File: src/rtl/eth_rx_streamer_pkg.sv
// eth_rx_streamer_pkg
//   Shared definitions for the ethernet_controller register-port clients:
//   FSM state encoding of the RX streamer, controller register addresses,
//   register access size encodings and the last-word byte-keep helper.
package eth_rx_streamer_pkg;

  typedef enum logic [2:0] {
    ST_INIT,
    ST_WAIT,
    ST_SIZE_REQ,
    ST_SIZE_RSP,
    ST_WORD_REQ,
    ST_WORD_RSP,
    ST_SEND,
    ST_CLEAR
  } rx_state_e;

  // Controller register map (byte addresses)
  localparam logic [15:0] REG_RX_INT_EN  = 16'h1014;
  localparam logic [15:0] REG_RX_PENDING = 16'h1010;
  localparam logic [15:0] REG_RX_SIZE    = 16'h1004;
  localparam logic [15:0] REG_RX_BUF     = 16'h0000;

  // Register port access sizes
  localparam logic [1:0] OP_SIZE_1B = 2'b00;
  localparam logic [1:0] OP_SIZE_2B = 2'b01;
  localparam logic [1:0] OP_SIZE_4B = 2'b10;

  // Byte-keep of the final word of a frame, from the two size LSBs.
  function automatic logic [3:0] last_keep(input logic [1:0] size_lsbs);
    if (size_lsbs == 2'd0) last_keep = 4'hF;
    else                   last_keep = 4'((5'd1 << size_lsbs) - 5'd1);
  endfunction

endpackage

File: src/rtl/eth_rx_stream_buf.sv
// eth_rx_stream_buf
//   Single-entry output holding register for the RX word stream. A load
//   captures data/keep/last and raises valid; valid drops after the
//   valid & ready handshake. Contents stay stable while valid and not ready.
// Ports:
//   clk, rst_n                 clock, asynchronous active-low reset
//   load                       capture word/word_keep/word_last
//   word, word_keep, word_last incoming beat
//   data, keep, last, valid    registered stream outputs
//   ready                      downstream ready
//   fire                       handshake this cycle (valid & ready)
module eth_rx_stream_buf #(
  parameter int data_width_p = 32
) (
  input  logic                      clk,
  input  logic                      rst_n,
  input  logic                      load,
  input  logic [data_width_p-1:0]   word,
  input  logic [data_width_p/8-1:0] word_keep,
  input  logic                      word_last,
  output logic [data_width_p-1:0]   data,
  output logic [data_width_p/8-1:0] keep,
  output logic                      last,
  output logic                      valid,
  input  logic                      ready,
  output logic                      fire
);

  assign fire = valid & ready;

  always_ff @(posedge clk or negedge rst_n) begin
    if (!rst_n) begin
      data  <= '0;
      keep  <= '0;
      last  <= 1'b0;
      valid <= 1'b0;
    end else if (load) begin
      data  <= word;
      keep  <= word_keep;
      last  <= word_last;
      valid <= 1'b1;
    end else if (fire) begin
      valid <= 1'b0;
    end
  end

endmodule

File: src/rtl/eth_rx_streamer.sv
// eth_rx_streamer
//   Drains received frames from an ethernet_controller over its register
//   port and presents them as a valid/ready word stream with keep and last.
//   Register strobes are registered: a strobe is raised on the clock edge
//   that enters the REQ/CLEAR state and is visible during that state.
// Ports:
//   clk_i, reset_n_i               clock, asynchronous active-low reset
//   addr_o, write_en_o, read_en_o, op_size_o, write_data_o, read_data_i
//                                  controller register port (read data valid
//                                  the cycle after read_en_o)
//   rx_interrupt_pending_i         controller RX pending interrupt
//   m_data_o, m_keep_o, m_last_o, m_valid_o, m_ready_i
//                                  output word stream, byte 0 in [7:0]
//   err_o                          one-cycle pulse: oversize frame dropped
//   pkt_count_o                    frames emitted (wraps)
// Build option:
//   ETH_RX_STREAMER_POLL_EN        poll the RX pending register instead of
//                                  waiting on rx_interrupt_pending_i
module eth_rx_streamer
  import eth_rx_streamer_pkg::*;
#(
  parameter int data_width_p     = 32,
  parameter int buf_size_p       = 2048,
  parameter int reg_addr_width_p = 16
) (
  input  logic                        clk_i,
  input  logic                        reset_n_i,
  output logic [reg_addr_width_p-1:0] addr_o,
  output logic                        write_en_o,
  output logic                        read_en_o,
  output logic [1:0]                  op_size_o,
  output logic [data_width_p-1:0]     write_data_o,
  input  logic [data_width_p-1:0]     read_data_i,
  input  logic                        rx_interrupt_pending_i,
  output logic [data_width_p-1:0]     m_data_o,
  output logic [data_width_p/8-1:0]   m_keep_o,
  output logic                        m_last_o,
  output logic                        m_valid_o,
  input  logic                        m_ready_i,
  output logic                        err_o,
  output logic [15:0]                 pkt_count_o
);

  localparam int packet_size_width_lp = $clog2(buf_size_p) + 1;
  localparam int keep_width_lp        = data_width_p / 8;

  localparam logic [reg_addr_width_p-1:0] ADDR_INT_EN  = reg_addr_width_p'(REG_RX_INT_EN);
  localparam logic [reg_addr_width_p-1:0] ADDR_PENDING = reg_addr_width_p'(REG_RX_PENDING);
  localparam logic [reg_addr_width_p-1:0] ADDR_SIZE    = reg_addr_width_p'(REG_RX_SIZE);
  localparam logic [reg_addr_width_p-1:0] ADDR_BUF     = reg_addr_width_p'(REG_RX_BUF);

  rx_state_e                       state;
  logic [packet_size_width_lp-1:0] size_in;
  logic [packet_size_width_lp-1:0] word_idx;
  logic [packet_size_width_lp-1:0] next_idx;
  logic [packet_size_width_lp-1:0] last_idx;
  logic [1:0]                      size_lsbs;
  logic                            oversize;
  logic                            is_last;
  logic                            load;
  logic                            fire;
  logic [keep_width_lp-1:0]        keep_word;
`ifdef ETH_RX_STREAMER_POLL_EN
  logic [1:0]                      poll_phase;  // 0 issue, 1 strobe, 2 capture
`endif

  assign size_in   = read_data_i[packet_size_width_lp-1:0];
  // Full-width compare so values beyond the captured width are still caught.
  assign oversize  = (read_data_i > data_width_p'(buf_size_p));
  assign next_idx  = word_idx + packet_size_width_lp'(1);
  assign is_last   = (word_idx == last_idx);
  assign load      = (state == ST_WORD_RSP);
  assign keep_word = is_last ? last_keep(size_lsbs) : '1;

  eth_rx_stream_buf #(
    .data_width_p(data_width_p)
  ) u_stream_buf (
    .clk       (clk_i),
    .rst_n     (reset_n_i),
    .load      (load),
    .word      (read_data_i),
    .word_keep (keep_word),
    .word_last (is_last),
    .data      (m_data_o),
    .keep      (m_keep_o),
    .last      (m_last_o),
    .valid     (m_valid_o),
    .ready     (m_ready_i),
    .fire      (fire)
  );

  always_ff @(posedge clk_i or negedge reset_n_i) begin
    if (!reset_n_i) begin
      state        <= ST_INIT;
      addr_o       <= '0;
      write_en_o   <= 1'b0;
      read_en_o    <= 1'b0;
      op_size_o    <= '0;
      write_data_o <= '0;
      err_o        <= 1'b0;
      pkt_count_o  <= '0;
      size_lsbs    <= '0;
      word_idx     <= '0;
      last_idx     <= '0;
`ifdef ETH_RX_STREAMER_POLL_EN
      poll_phase   <= '0;
`endif
    end else begin
      write_en_o <= 1'b0;
      read_en_o  <= 1'b0;
      err_o      <= 1'b0;
      op_size_o  <= OP_SIZE_4B;
      case (state)
        ST_INIT: begin
          write_en_o   <= 1'b1;
          addr_o       <= ADDR_INT_EN;
          write_data_o <= data_width_p'(1);
          state        <= ST_WAIT;
        end
        ST_WAIT: begin
`ifdef ETH_RX_STREAMER_POLL_EN
          // Strobe/capture alternate; the capture edge may relaunch the poll.
          case (poll_phase)
            2'd0: begin
              read_en_o  <= 1'b1;
              addr_o     <= ADDR_PENDING;
              poll_phase <= 2'd1;
            end
            2'd1: poll_phase <= 2'd2;
            default: begin
              read_en_o <= 1'b1;
              if (read_data_i[0]) begin
                addr_o     <= ADDR_SIZE;
                poll_phase <= 2'd0;
                state      <= ST_SIZE_REQ;
              end else begin
                addr_o     <= ADDR_PENDING;
                poll_phase <= 2'd1;
              end
            end
          endcase
`else
          if (rx_interrupt_pending_i) begin
            read_en_o <= 1'b1;
            addr_o    <= ADDR_SIZE;
            state     <= ST_SIZE_REQ;
          end
`endif
        end
        ST_SIZE_REQ: state <= ST_SIZE_RSP;
        ST_SIZE_RSP: begin
          if ((read_data_i == '0) || oversize) begin
            err_o        <= oversize;
            write_en_o   <= 1'b1;
            addr_o       <= ADDR_PENDING;
            write_data_o <= data_width_p'(1);
            state        <= ST_CLEAR;
          end else begin
            size_lsbs <= size_in[1:0];
            // ceil(size/4) - 1, size known non-zero here
            last_idx  <= (size_in - packet_size_width_lp'(1)) >> 2;
            word_idx  <= '0;
            read_en_o <= 1'b1;
            addr_o    <= ADDR_BUF;
            state     <= ST_WORD_REQ;
          end
        end
        ST_WORD_REQ: state <= ST_WORD_RSP;
        ST_WORD_RSP: state <= ST_SEND;
        ST_SEND: begin
          if (fire) begin
            if (is_last) begin
              pkt_count_o  <= pkt_count_o + 16'd1;
              write_en_o   <= 1'b1;
              addr_o       <= ADDR_PENDING;
              write_data_o <= data_width_p'(1);
              state        <= ST_CLEAR;
            end else begin
              word_idx  <= next_idx;
              read_en_o <= 1'b1;
              addr_o    <= ADDR_BUF + reg_addr_width_p'({next_idx, 2'b00});
              state     <= ST_WORD_REQ;
            end
          end
        end
        ST_CLEAR: state <= ST_WAIT;
        default:  state <= ST_INIT;
      endcase
    end
  end

endmodule
File: config.mk
export PLATFORM = sky130hd
export DESIGN_NAME = eth_rx_streamer
export DESIGN_NICKNAME = d
export VERILOG_FILES = /design/src/rtl/eth_rx_streamer_pkg.sv /design/src/rtl/eth_rx_stream_buf.sv /design/src/rtl/eth_rx_streamer.sv
export SDC_FILE = /design/constraint.sdc
export NUM_CORES = 1
export LEC_CHECK = 0
export ABC_AREA = 1
export BUFFER_PORTS_ARGS = -buffer_cell sky130_fd_sc_hd__buf_2
export CAP_MARGIN = 20
export CORE_MARGIN = 5
export CORE_UTILIZATION = 50
export CTS_CLUSTER_SIZE = 30
export DETAILED_ROUTE_END_ITERATION = 8
export HOLD_SLACK_MARGIN = 0.15
export PLACE_DENSITY = 0.8
export SETUP_SLACK_MARGIN = 0.2
export SYNTH_ARGS = -nofsm -noshare
export SYNTH_HDL_FRONTEND = slang
export SYNTH_SLANG_ARGS = --single-unit
File: constraint.sdc
create_clock -name clk_i -period 4.42 [get_ports clk_i]
set_input_delay 0.884 -clock clk_i [delete_from_list [all_inputs] [get_ports clk_i]]
set_output_delay 0.884 -clock clk_i [all_outputs]
set_load 0.1 [all_outputs]
### Yosys cells after proc, flatten, opt, wreduce, memory -nomap -nowiden

Index checks and enable logic that the tools add are counted.

| word-level totals | value |
|---|---|
| register bits | 133 |
| input port bits | 36 |
| output and inout bits | 107 |
| logic and storage cells | 85 |

| operators by class | value |
|---|---|
| add/subtract/negate cells | 4 |
| order comparisons | 1 |
| equal/unequal tests | 14 |
| shift operators | 1 |
| muxes and demuxes | 33 |
| bitwise operators | 2 |
| reductions and logical operators | 15 |

Operators with widths:

| kind | count |
|---|---|
| 32-bit 2-to-1 mux | 3 |
| 32-bit one-hot mux with 3 select lines | 1 |
| 16-bit one-hot mux with 4 select lines | 1 |
| 12-bit 2-to-1 mux | 3 |
| 32-bit by 12-bit greater-than comparator with 1-bit output (second input constant) | 1 |
| 32-bit zero test | 1 |
| 16-bit 2-to-1 mux | 2 |
| 12-bit one-hot mux with 2 select lines | 1 |
| 3-bit one-hot mux with 7 select lines | 1 |
| 16-bit by 1-bit adder with 16-bit output (second input constant) | 1 |
| 14-bit 2-to-1 mux | 1 |
| 13-bit 2-to-1 mux | 1 |
| 12-bit by 1-bit adder with 12-bit output (second input constant) | 1 |
| 12-bit by 10-bit == test with 1-bit output | 1 |
| 3-bit == test (second input constant) | 4 |
| 2-bit != test (second input constant) | 6 |
| 12-bit by 1-bit subtractor with 12-bit output (second input constant) | 1 |
| 1-bit 2-to-1 mux | 11 |
| 4-bit 2-to-1 mux | 2 |
| 4-bit AND reduction | 2 |
| 3-bit by 2-bit == test with 1-bit output (second input constant) | 2 |
| 3-bit 2-to-1 mux | 2 |
| 1-bit one-hot mux with 3 select lines | 2 |
| 3-bit AND reduction | 2 |
| other kinds (14) | 17 |

### Depth between registers and ports, before layout

| depth | value |
|---|---|
| word-level depth | 4 |
| gate-level depth with buffers | 12 |
| gate-level depth less buffers | 12 |

### Cells and area by module

A second synthesis with hierarchy kept.

| unflattened totals | value |
|---|---|
| cells, all modules | 658 |
| area total of the unflattened synthesis | 5201.2 µm² |

Modules (own cells, without submodules):

| module | instances | cells each | area each (µm²) | seq. area each (µm²) |
|---|---|---|---|---|
| eth_rx_streamer | 1 | 495 | 3719.8 | 1501.4 |
| eth_rx_stream_buf | 1 | 163 | 1481.4 | 950.9 |

### Worst setup path after synthesis

No wires, ideal clock.

| timing path | value |
|---|---|
| path type | register to register |
| start point | reg pkt_count_o[0] |
| end point | reg pkt_count_o[14] |
| library setup time | 0.129 ns |
| arrival | 2.125 ns |
| required time | 4.291 ns |
| path slack | 2.166 ns |
| cell stages (with the launch flop) | 9 |
| buffers on the path | 0 |
| clock period less this slack | 2.254 ns |
| cell sequence | dfrtp_1 -> ha_1 -> inv_1 -> nor4_1 -> nand3_1 -> nand2_1 -> nand2_1 -> nand2_1 -> o21ai_0 |

| between the ends | value |
|---|---|
| cells in the longest elaborated chain, start to end | 1 |

RTL lines:

| what | RTL line | text |
|---|---|---|
| start: declaration | eth_rx_streamer.sv:41 | `output logic [15:0] pkt_count_o` |
| start signal: assignment | eth_rx_streamer.sv:173 | `pkt_count_o <= pkt_count_o + 16'd1;` |
| 16-bit by 1-bit adder with 16-bit output | eth_rx_streamer.sv:173 |  |

Every way passes these cells.
A chain may end at the register's enable or synchronous reset.

### Final worst setup path

| timing path | value |
|---|---|
| start point | in read_data_i[4] |
| end point | reg last_idx[0] |

| between the ends | value |
|---|---|
| cells in the longest elaborated chain, start to end | 4 |
| elaborated cells between the ends (all ways) | 5 |
| those cells by class | order compare: 1; bitwise: 1; reduce/logical: 3 |

RTL lines:

| what | RTL line | text |
|---|---|---|
| start: declaration | eth_rx_streamer.sv:33 | `input logic [data_width_p-1:0] read_data_i,` |
| 32-bit by 12-bit greater-than comparator with 1-bit output / 32-bit zero test (equally long branches) | eth_rx_streamer.sv:69, eth_rx_streamer.sv:152 |  |
| 1-bit logical OR (*) | eth_rx_streamer.sv:152 | `if ((read_data_i == '0) \|\| oversize) begin` |
| 1-bit inverter (no source line) (*) | -- |  |
| 2-bit AND reduction (no source line) (*) | -- |  |
| end signal: assignment | eth_rx_streamer.sv:161 | `last_idx <= (size_in - packet_size_width_lp'(1)) >> 2;` |
| end: declaration | eth_rx_streamer.sv:56 | `logic [packet_size_width_lp-1:0] last_idx;` |

Every way passes the cells marked *; elsewhere a longest branch is shown, timed or not.

==> flow_metrics.tcl <==
set metrics [dict create \
    outcome "completed" \
    fin_setup_tns_ns 0 \
    syn_area_per_cell_um2 8.04 \
    crit_family "simple AND/OR/NAND/NOR gates" \
    numPortBuffers 106 \
    slowest_delay_ns 0.47 \
    startpoint_type "primary input" \
    utilization_pct 57.5 \
    finClkSkew_ns 0.00678 \
    rsz0062_at_grt "false" \
    cpMaxStageDelayCell "nor2_2" \
    synth-seq-cells 98 \
    setup.worst_path.end_class "flop" \
    cts_setup_buffers 0 \
    period_needed_ns 2.22 \
    worstMarginPinSlew_ns 0.930 \
    synthToLayoutAreaGrowth_pct 13.6 \
    path_clk_slew_ns 0.09 \
    io_pins 143 \
    setup_violations 0 \
    fin_cells 886 \
    worstPathMaxFanout 20 \
    initial_core_util_pct 50.6 \
    clkLatencyLatePin_ns 0.37 \
    grt_max_degree 75 \
    synth_cell_types 41 \
    dpl_cell_area_um2 5640 \
    p_leak_nw 3.20 \
    cts_num_sinks 98 \
    synth_area_um2 5150 \
    layout_common_cells "nand2_1 (225), buf_2 (105), dfrtp_1 (98)" \
    cts_root_buf "clkbuf_8" \
    dpl.cell_count 870 \
    critPathArrivalTime_ns 2.49 \
    slew-limit-headroom_pct 38.0 \
    nFillCells 955 \
    synth-seq-area-share_pct 47.6 \
    track_usage_pct 19.1 \
    cellPowerDensity_nw_per_um2 750 \
    antenna_found_initial 0 \
    slew_viol_final 0 \
    drc 0 \
    hp-class "reg2reg" \
    power_mw 4.39 \
    vias 4249 \
    place_congestion 0.894 \
    yosys_warnings 0 \
    wl_per_cell_um 12.9 \
    layout.nets 785 \
    dieWidth_um 112 \
    grt_pass1_wl_mm 19.8 \
    tritoncts "done" \
    fin_area_um2 5860 \
    peakVddDrop_mv 0.632 \
    max-cap-violations 0 \
    mostFrequentLayoutCell "nand2_1" \
    clk_path_buf_depth 2 \
    via_per_inst 4.80 \
    core_area_um2 10200 \
    hold_viol_final 0 \
    drive_gt1_share_pct 22.9 \
    fmax_mhz 450 \
    place_hpwl_mm 8.63 \
    cts_resized 0 \
    grt_pass1_vias 4207 \
    num_antenna_cells 0 \
    routed_wl_mm 11.4 \
    drtPass1Iterations 5 \
    drtIter0Drc 186 \
    cpMostUsedCell "nand2_4" \
    critical_path.cell_chain "buf_2 > nor2_1 > nand2_1 > nor2_8 > nand2_4 > nand2_4 > nand3_2 > nor2_2 > nand3_1 > o21a_1" \
    gr-total-overflow 0 \
    cts_max_level 3 \
    die-area_um2 12400 \
    ant_nets 0 \
    synthCells 641 \
    numCtsBuffers 9 \
    crit_type "in2reg" \
    period_share_pct 50.3 \
    critPathBufInv 1 \
    cts_hold_buffers 0 \
    cp_data_required_time_ns 4.69 \
    fp-row-count 37 \
    die_h_um 112 \
]
## where the power goes
part	switching [mW]	internal [mW]
combinational	2.08	0.381
clock	0.313	0.294
sequential	0.178	1.14
total	2.58	1.82
## per-stage QoR
stage                     hold slack (ns)  setup slack, ns
after CTS                           0.477             2.21
after floorplan                     0.453             2.17
after detailed placement            0.455             1.80
after global routing                0.500             2.03
after global placement              0.444             1.92
final                               0.471             2.20
## final timing paths
kind / startpoint / slack (ns) / cells past startpoint / to
setup / recovery: read_data_i[4] / 2.20 / 10 / last_idx[0]
hold / removal: write_data_o[0] / 0.47 / 1 / write_data_o[0]
setup reg to reg: state[1] / 2.48 / 7 / u_stream_buf.keep[2]
hold reg to reg: write_data_o[0] / 0.47 / 1 / write_data_o[0]
max in group asynchronous: reset_n_i / 2.90 / 2 / u_stream_buf.data[28]
min in group asynchronous: reset_n_i / 0.63 / 1 / u_stream_buf.data[9]
## cells in the mapped netlist
cell       count  share of area, %
buf_2          4              0.39
o21ai_2        7               1.2
nand2_4        4              0.87
buf_6          1              0.22
dfrtp_1       98                48
or2_2          1              0.12
o21a_1         2              0.29
nor2_8         1              0.39
buf_12         1              0.39
inv_1         54               3.9
o211ai_1       1              0.15
a2bb2oi_1      2              0.34
nor2_4         4              0.87
clkinv_1       1             0.073
buf_4         39               5.7
nand3b_1       1              0.15
nand3_1       35               3.4
xnor2_1        5              0.85
nand4_4        1              0.41
a31oi_1        1              0.12
xor2_1        10               1.7
nand4_1        5              0.61
nor2_2         2              0.24
ha_1           4              0.97
o21ai_0       32               3.1
o21bai_1       1              0.15
nor3_1         8              0.78
clkbuf_1       5              0.36
nor3_4         1              0.32
nand4_2        1              0.24
nand2_2        1              0.12
nand2_1      225                16
inv_2         14               1.0
nor2_1        44               3.2
a21oi_1        3              0.29
conb_1         2              0.15
or2_1          1              0.12
a21oi_2        2              0.34
o21ai_1        7              0.68
nand3_2        8               1.6
nor4_1         2              0.24
## cell type report
type	instances	area [µm²]	area share [%]
sequential	98	2450	41.9
multi-input combinational	459	2210	37.8
clock buffer	11	151	2.59
inverter	69	259	4.42
clock inverter	5	61.3	1.05
tap	136	170	2.91
timing repair buffer	108	548	9.36
## kinds of logic (layout without fill, tap and decap cells)
family,after synthesis,after routing,synth area share (%)
buf+inv,119,193,12.1
flops,98,98,47.6
fa+ha+maj,4,4,0.971
compound gates,58,58,6.65
xor+xnor,15,15,2.55
simple gates,345,345,30.0
other cells,2,37,0.146
## sequential cells by signal, indices dropped and copies added, names as in the netlist
| register | cells |
|---|---|
| u_stream_buf.last | 1 |
| write_en_o | 1 |
| write_data_o | 1 |
| op_size_o | 1 |
| u_stream_buf.valid | 1 |
| state | 3 |
| word_idx | 12 |
| read_en_o | 1 |
| size_lsbs | 2 |
| pkt_count_o | 16 |
| u_stream_buf.data | 32 |
| err_o | 1 |
| addr_o | 12 |
| u_stream_buf.keep | 4 |
| last_idx | 10 |
## worst register-to-register path: cells and delay by family, from the launching register on
family	cells	cell delay, ns
buf+inv	3	0.76
simple gates	3	0.52
flops	1	0.47
compound gates	1	0.08
## routing by layer
layer  track usage (%)  up-vias  wire length [µm]
met5                 0        -                 0
met4              5.92        0               177
met3              4.67       19               815
met2              31.6      143              5420
met1              25.0     1952              5020
li1                  -     2135                 -
(Power assumes the default switching activity.)
